## src/rtl/mem_io_pkg.sv

```systemverilog
// mem_io_pkg: shared FSM state encoding and address-decode field
// positions for the mem_io_bridge memory/IO steering block.
package mem_io_pkg;

  typedef enum logic [2:0] {
    S_IDLE   = 3'd0,
    S_MEM_RD = 3'd1,
    S_IO_RD  = 3'd2,
    S_IO_WR  = 3'd3,
    S_DONE   = 3'd4
  } state_e;

  // addr[31:10] selects the IO window
  localparam int WIN_LSB = 10;
  localparam int WIN_W   = 32 - WIN_LSB;

  // addr[7:4] selects the IO channel
  localparam int CH_LSB  = 4;
  localparam int CH_W    = 4;

endpackage

```

## src/rtl/mem_io_decode.sv

```systemverilog
// mem_io_decode: combinational address decode for the IO window.
// Ports: win_i (addr[31:10]), chf_i (addr[7:4]) in;
//        ch_o (channel), mapped_o (window hit, ch<N_IO), cs_o (one-hot) out.
module mem_io_decode
  import mem_io_pkg::*;
#(
  parameter int               N_IO    = 4,
  parameter logic [WIN_W-1:0] IO_BASE = 22'h3FFFFF
) (
  input  logic [WIN_W-1:0] win_i,
  input  logic [CH_W-1:0]  chf_i,
  output logic [CH_W-1:0]  ch_o,
  output logic             mapped_o,
  output logic [N_IO-1:0]  cs_o
);

  logic is_io;

  always_comb begin
    is_io    = (win_i == IO_BASE);
    ch_o     = chf_i;
    mapped_o = is_io && ({1'b0, chf_i} < 5'(N_IO));
    for (int k = 0; k < N_IO; k++) begin
      cs_o[k] = mapped_o && (chf_i == CH_W'(k));
    end
  end

endmodule

```

## src/rtl/mem_io_bridge.sv

```systemverilog
// mem_io_bridge: steers CPU loads/stores to Data-Memory or one-hot IO
// channels, stalling the CPU until multi-cycle reads / IO handshakes end.
// Ports: clock, reset (async high), mRead/mWrite/ioRead/ioWrite requests,
//   addr_in, r_rdata, m_rdata, io_rdata, io_ready in; addr_out, write_data,
//   m_we, io_cs, io_rd, io_wr, r_wdata, stall out.
// Option MEM_IO_BUSERR_EN adds bus_err pulse and saturating err_cnt[7:0].
module mem_io_bridge
  import mem_io_pkg::*;
#(
  parameter int               N_IO       = 4,
  parameter int               IO_W       = 16,
  parameter logic [WIN_W-1:0] IO_BASE    = 22'h3FFFFF,
  parameter int               MEM_RD_LAT = 1,
  parameter int               IO_TIMEOUT = 15
) (
  input  logic                   clock,
  input  logic                   reset,
  input  logic                   mRead,
  input  logic                   mWrite,
  input  logic                   ioRead,
  input  logic                   ioWrite,
  input  logic [31:0]            addr_in,
  input  logic [31:0]            r_rdata,
  input  logic [31:0]            m_rdata,
  input  logic [N_IO*IO_W-1:0]   io_rdata,
  input  logic [N_IO-1:0]        io_ready,
  output logic [31:0]            addr_out,
  output logic [31:0]            write_data,
  output logic                   m_we,
  output logic [N_IO-1:0]        io_cs,
  output logic                   io_rd,
  output logic                   io_wr,
  output logic [31:0]            r_wdata,
  output logic                   stall
`ifdef MEM_IO_BUSERR_EN
  ,
  output logic                   bus_err,
  output logic [7:0]             err_cnt
`endif
);

  localparam int CW = $clog2(IO_TIMEOUT + MEM_RD_LAT + 2);

  state_e            state_q, state_d;
  logic [CW-1:0]     cnt_q, cnt_d;
  logic [CH_W-1:0]   ch_q, ch_d;
  logic [N_IO-1:0]   cs_q, cs_d;
  logic              map_q, map_d;
  logic [31:0]       wdata_q, wdata_d;
  logic [31:0]       rdata_q, rdata_d;

  logic [CH_W-1:0]   dec_ch;
  logic              dec_map;
  logic [N_IO-1:0]   dec_cs;
  logic [IO_W-1:0]   io_sel;
  logic [31:0]       io_ext;
  logic              hit;

  mem_io_decode #(
    .N_IO    (N_IO),
    .IO_BASE (IO_BASE)
  ) u_dec (
    .win_i    (addr_in[31:WIN_LSB]),
    .chf_i    (addr_in[CH_LSB +: CH_W]),
    .ch_o     (dec_ch),
    .mapped_o (dec_map),
    .cs_o     (dec_cs)
  );

  // read data of the latched channel, zero-extended
  always_comb begin
    io_sel = '0;
    for (int k = 0; k < N_IO; k++) begin
      if (ch_q == CH_W'(k)) io_sel = io_rdata[k*IO_W +: IO_W];
    end
    io_ext = '0;
    io_ext[IO_W-1:0] = io_sel;
    hit = map_q && |(io_ready & cs_q);
  end

  always_ff @(posedge clock or posedge reset) begin
    if (reset) begin
      state_q <= S_IDLE;
      cnt_q   <= '0;
      ch_q    <= '0;
      cs_q    <= '0;
      map_q   <= 1'b0;
      wdata_q <= '0;
      rdata_q <= '0;
    end else begin
      state_q <= state_d;
      cnt_q   <= cnt_d;
      ch_q    <= ch_d;
      cs_q    <= cs_d;
      map_q   <= map_d;
      wdata_q <= wdata_d;
      rdata_q <= rdata_d;
    end
  end

  always_comb begin
    state_d = state_q;
    cnt_d   = cnt_q;
    ch_d    = ch_q;
    cs_d    = cs_q;
    map_d   = map_q;
    wdata_d = wdata_q;
    rdata_d = rdata_q;
    unique case (state_q)
      S_IDLE: begin
        cnt_d = '0;
        if (mRead) begin
          state_d = S_MEM_RD;
        end else if (!mWrite && (ioRead || ioWrite)) begin
          state_d = ioRead ? S_IO_RD : S_IO_WR;
          ch_d    = dec_ch;
          cs_d    = dec_cs;
          map_d   = dec_map;
          wdata_d = r_rdata;
        end
      end
      S_MEM_RD: begin
        cnt_d = cnt_q + CW'(1);
        if (cnt_q == CW'(MEM_RD_LAT - 1)) begin
          rdata_d = m_rdata;
          state_d = S_DONE;
        end
      end
      S_IO_RD, S_IO_WR: begin
        cnt_d = cnt_q + CW'(1);
        // unmapped channels give up on their first cycle
        if (hit) begin
          state_d = S_DONE;
          if (state_q == S_IO_RD) rdata_d = io_ext;
        end else if (!map_q ||
                     cnt_q == CW'(IO_TIMEOUT - 1)) begin
          state_d = S_DONE;
          if (state_q == S_IO_RD) rdata_d = '0;
        end
      end
      S_DONE:  state_d = S_IDLE;
      default: state_d = S_IDLE;
    endcase
  end

  // gated by reset so IDLE's combinational
  // strobes cannot leak while reset is held
  always_comb begin
    stall      = 1'b0;
    m_we       = 1'b0;
    write_data = '0;
    io_cs      = '0;
    io_rd      = 1'b0;
    io_wr      = 1'b0;
    if (!reset) begin
      unique case (state_q)
        S_IDLE: begin
          stall = mRead ||
                  (!mWrite && (ioRead || ioWrite));
          if (!mRead && mWrite) begin
            m_we       = 1'b1;
            write_data = r_rdata;
          end
        end
        S_MEM_RD: stall = 1'b1;
        S_IO_RD: begin
          stall = 1'b1;
          io_cs = cs_q;
          io_rd = map_q;
        end
        S_IO_WR: begin
          stall      = 1'b1;
          io_cs      = cs_q;
          io_wr      = map_q;
          write_data = map_q ? wdata_q : '0;
        end
        default: ;
      endcase
    end
  end

  assign addr_out = addr_in;
  assign r_wdata  = rdata_q;

`ifdef MEM_IO_BUSERR_EN
  logic       err_q;
  logic [7:0] err_cnt_q;

  always_ff @(posedge clock or posedge reset) begin
    if (reset) begin
      err_q     <= 1'b0;
      err_cnt_q <= '0;
    end else begin
      if (state_d == S_DONE)
        err_q <= (state_q == S_IO_RD ||
                  state_q == S_IO_WR) && !hit;
      if (state_q == S_DONE && err_q &&
          err_cnt_q != 8'hFF)
        err_cnt_q <= err_cnt_q + 8'd1;
    end
  end

  assign bus_err = (state_q == S_DONE) && err_q;
  assign err_cnt = err_cnt_q;
`endif

endmodule
```

## config.mk

```make
export PLATFORM = sky130hd
export DESIGN_NAME = mem_io_bridge
export DESIGN_NICKNAME = d
export VERILOG_FILES = /design/src/rtl/mem_io_pkg.sv /design/src/rtl/mem_io_decode.sv /design/src/rtl/mem_io_bridge.sv
export SDC_FILE = /design/constraint.sdc
export NUM_CORES = 1
export LEC_CHECK = 0
export ABC_CLOCK_PERIOD_IN_PS = 3600
export CORE_MARGIN = 5
export CORE_UTILIZATION = 40
export DETAILED_ROUTE_END_ITERATION = 16
export DONT_BUFFER_PORTS = 1
export HOLD_SLACK_MARGIN = 0.06
export MAX_ROUTING_LAYER = met4
export SETUP_SLACK_MARGIN = 0.3
export SYNTH_ARGS = -nofsm -noshare
export SYNTH_HDL_FRONTEND = slang
export SYNTH_SLANG_ARGS = --single-unit
```

## constraint.sdc

```tcl
create_clock -name clock -period 3.6 [get_ports clock]
set_input_delay 0.36 -clock clock [delete_from_list [all_inputs] [get_ports clock]]
set_output_delay 0.36 -clock clock [all_outputs]
set_load 0.03 [all_outputs]
```

==> metrics.cfg <==
[worst_setup_path]
r2r_end=r_wdata[10]
cp-endpoint=write_data[30]
startpoint_type=flop
rr_worst_depth=6
end_kind=primary output
rrSetupSlack_ns=1.06
startpoint=state_q[2]
r2r-start=cnt_q[0]
path_max_fanout=32
critPathArrivalTime_ns=2.54
required_ns=3.24
worstSetupPathType=flop to primary output

[cells_and_area]
syn_to_final_growth_pct=3.16
fin_nets=672
antenna_cells=0
fin_cells=651
drive_gt1_share_pct=14.7
final_core_util_pct=41.8
fillerInstances=1153
final_area_sq_um=4980

[floorplan]
initial_core_util_pct=40.5
dieWidth_um=120
row_count=40
num_io_pins=274
die-area_sq_um=14400
core_area_sq_um=11900
die_height_um=120

[global_route]
antenna_found_initial=0
overflow=0
grt_pass1_wl_mm=19.2
grt_max_degree=47
grt_pass1_vias=3666
track_usage_pct=17.2

[drt]
wl_per_cell_um=19.4
wirelength_mm=12.6
postRouteAntennaNets=0
drc=0
drt_iter0_drc=192
firstDrtPassIters=4
via_per_inst=5.64
vias=3672

[min_path]
hold_depth=1
hold_class=primary input to flop

[clocking]
insertion_delay_ns=0.33
clk_pin_slew_ns=0.06
cts_setup_buffers=0
cts_buffers=9
clockBufferDepth=2
cts_root_buffer=clkbuf_16
clkSinkCount=81
htreeDepth=3
cts_tree=built

[timing]
holdWs_ns=0.128
tightest_slew_ns=1.20
fin_skew_ns=0.00505
relSlewSlack_pct=20.0
finalCriticalPeriod_ns=2.90
final_max_slew_viol_count=0
fin_crit_sh_pct=80.6
max_clock_freq_mhz=345
grt_setup_unrepaired=no
hold_violations=0
setup_viol=0
finalSetupTns_ns=0

[placed_design]
io_buffers=0
post-dp-hpwl_mm=9.54
finalWeightedCongestion=0.816
place_inst=634
dpl_cell_area_sq_um=4620

[logic_synthesis]
synth.cell_area_sq_um=4820
ys_ff_latch=81
ys_seq_area_share_pct=42.0
synth_ff_type=dfrtp_1
postSynthCellCount=549
yosys_warnings=0
synth_nets=722
ys_types=45
synth_edf_count=0
syn_avg_cell_area_sq_um=8.79
synthArstFlopShare_pct=100

[power_and_ir_drop]
combPwrFrac_pct=29.4
p_int_mw=2.61
seqPwrFrac_pct=46.5
p_leak_nw=2.38
swShare_pct=40.3
power_frac_clock_pct=24.1
power_density_nw_per_um2=879
power_switching_mw=1.76
ir_drop_v=0.000324

[status]
status=complete, no violations

[flow_run]
drv_cap=0

-- worst min path at each step --
stage	startpoint	endpoint	slack, ns
floorplan	wdata_q[0]	wdata_q[0]	0.45
global placement	reset	cs_q[1]	0.38
global route	addr_in[4]	cs_q[2]	0.12
CTS	addr_in[4]	cs_q[2]	0.11
detailed placement	reset	cs_q[1]	0.41
finish	addr_in[4]	cs_q[2]	0.13
-- state kept, by name, summed over array words and instances (netlist names) --
name / cells
ch_q: 4
cnt_q: 5
cs_q: 4
map_q: 1
r_wdata: 32
state_q: 3
wdata_q: 32
-- metal layers --
layer,wire length [um],vias to the layer above,global-route usage [%]
li1,-,1720,-
met1,5150,1756,20.6
met2,6110,181,27.9
met3,1140,15,5.18
met4,203,0,5.58
met5,0,-,-
-- cells in the final DEF (no fill, tap or decap), types with 2 or more instances in the layout --
master / n
a21o_1: 2
a22oi_1: 34
a31oi_1: 2
and3_1: 6
buf_4: 6
bufinv_16: 3
clkbuf_16: 9
clkinv_2: 4
dfrtp_1: 81
ha_1: 3
inv_1: 19
mux2_1: 4
mux2_2: 42
mux2i_1: 16
nand2_1: 151
nand4_1: 6
nand4b_1: 2
nor2_1: 39
nor3_1: 3
o21ai_0: 17
o21ai_1: 11
o22ai_1: 15
o31ai_1: 2
or3_1: 2
-- synth_stat cells, types with 2 or more instances --
library cell / n / area share [%]
nand2_1: 151 / 12
dfrtp_1: 81 / 42
mux2_2: 42 / 9.8
buf_4: 41 / 6.4
nor2_1: 40 / 3.1
a22oi_1: 34 / 5.3
inv_1: 20 / 1.6
o21ai_0: 17 / 1.8
clkbuf_1: 16 / 1.2
mux2i_1: 16 / 3.3
o22ai_1: 15 / 1.9
o21ai_1: 11 / 1.1
buf_2: 8 / 0.83
and3_1: 6 / 0.78
nand4_1: 6 / 0.78
mux2_1: 4 / 0.93
ha_1: 3 / 0.78
nor3_1: 3 / 0.31
a21o_1: 2 / 0.31
a31oi_1: 2 / 0.26
buf_6: 2 / 0.47
nand2b_1: 2 / 0.26
nand4b_1: 2 / 0.36
nor2b_1: 2 / 0.26
o31ai_1: 2 / 0.31
or3_1: 2 / 0.26
-- power groups by stage --
stage / logic [mW] / registers, mW / clock network [mW]
after detailed placement: 1.31 / 2.05 / 0
after global placement: 1.25 / 2.04 / 0
final: 1.29 / 2.03 / 1.06
after floorplan: 1.28 / 1.90 / 0
after CTS: 1.31 / 2.04 / 1.08
after global routing: 1.45 / 2.08 / 1.12
-- worst max-delay path, cell delays in order (launching register included) --
cell and delay, ns:
dfrtp_1 0.53, nor4_2 0.51, and2_1 0.19, buf_4 0.32
a22oi_1 0.15, nor2_1 0.48
-- cell families after synthesis --
group | count (synthesis) | synth area share (%)
xor gates and xnor gates | 1 | 0.182
DFF | 81 | 42.0
and+or+nand+nor | 226 | 20.2
buffers and inverters | 89 | 10.7
adders and majority gates | 3 | 0.778
AOI/OAI and AO/OA | 86 | 11.6
muxes | 63 | 14.5
-- area by class of cell --
cell class	count	area [sq um]	area share (%)
multi-input cells	379	2290	46.0
clock buffers	10	239	4.80
clock inverters	6	105	2.11
well taps	147	184	3.70
flip-flops and latches	81	2030	40.7
repair buffers	7	55.1	1.11
inverters	21	80.1	1.61
-- through the flow --
stage / total power [mW] / worst slack, ns
finish: 4.37 / 0.699
CTS: 4.44 / 0.667
global route: 4.65 / 0.494
floorplan: 3.18 / 0.595
detailed placement: 3.36 / 0.966
global placement: 3.29 / 1.09
-- repair_timing --
action,CTS,global route
gates resized for setup,0,0
hold buffers,1,0
hold endpoints to repair,40,0
Power figures use the tool's default switching activity.
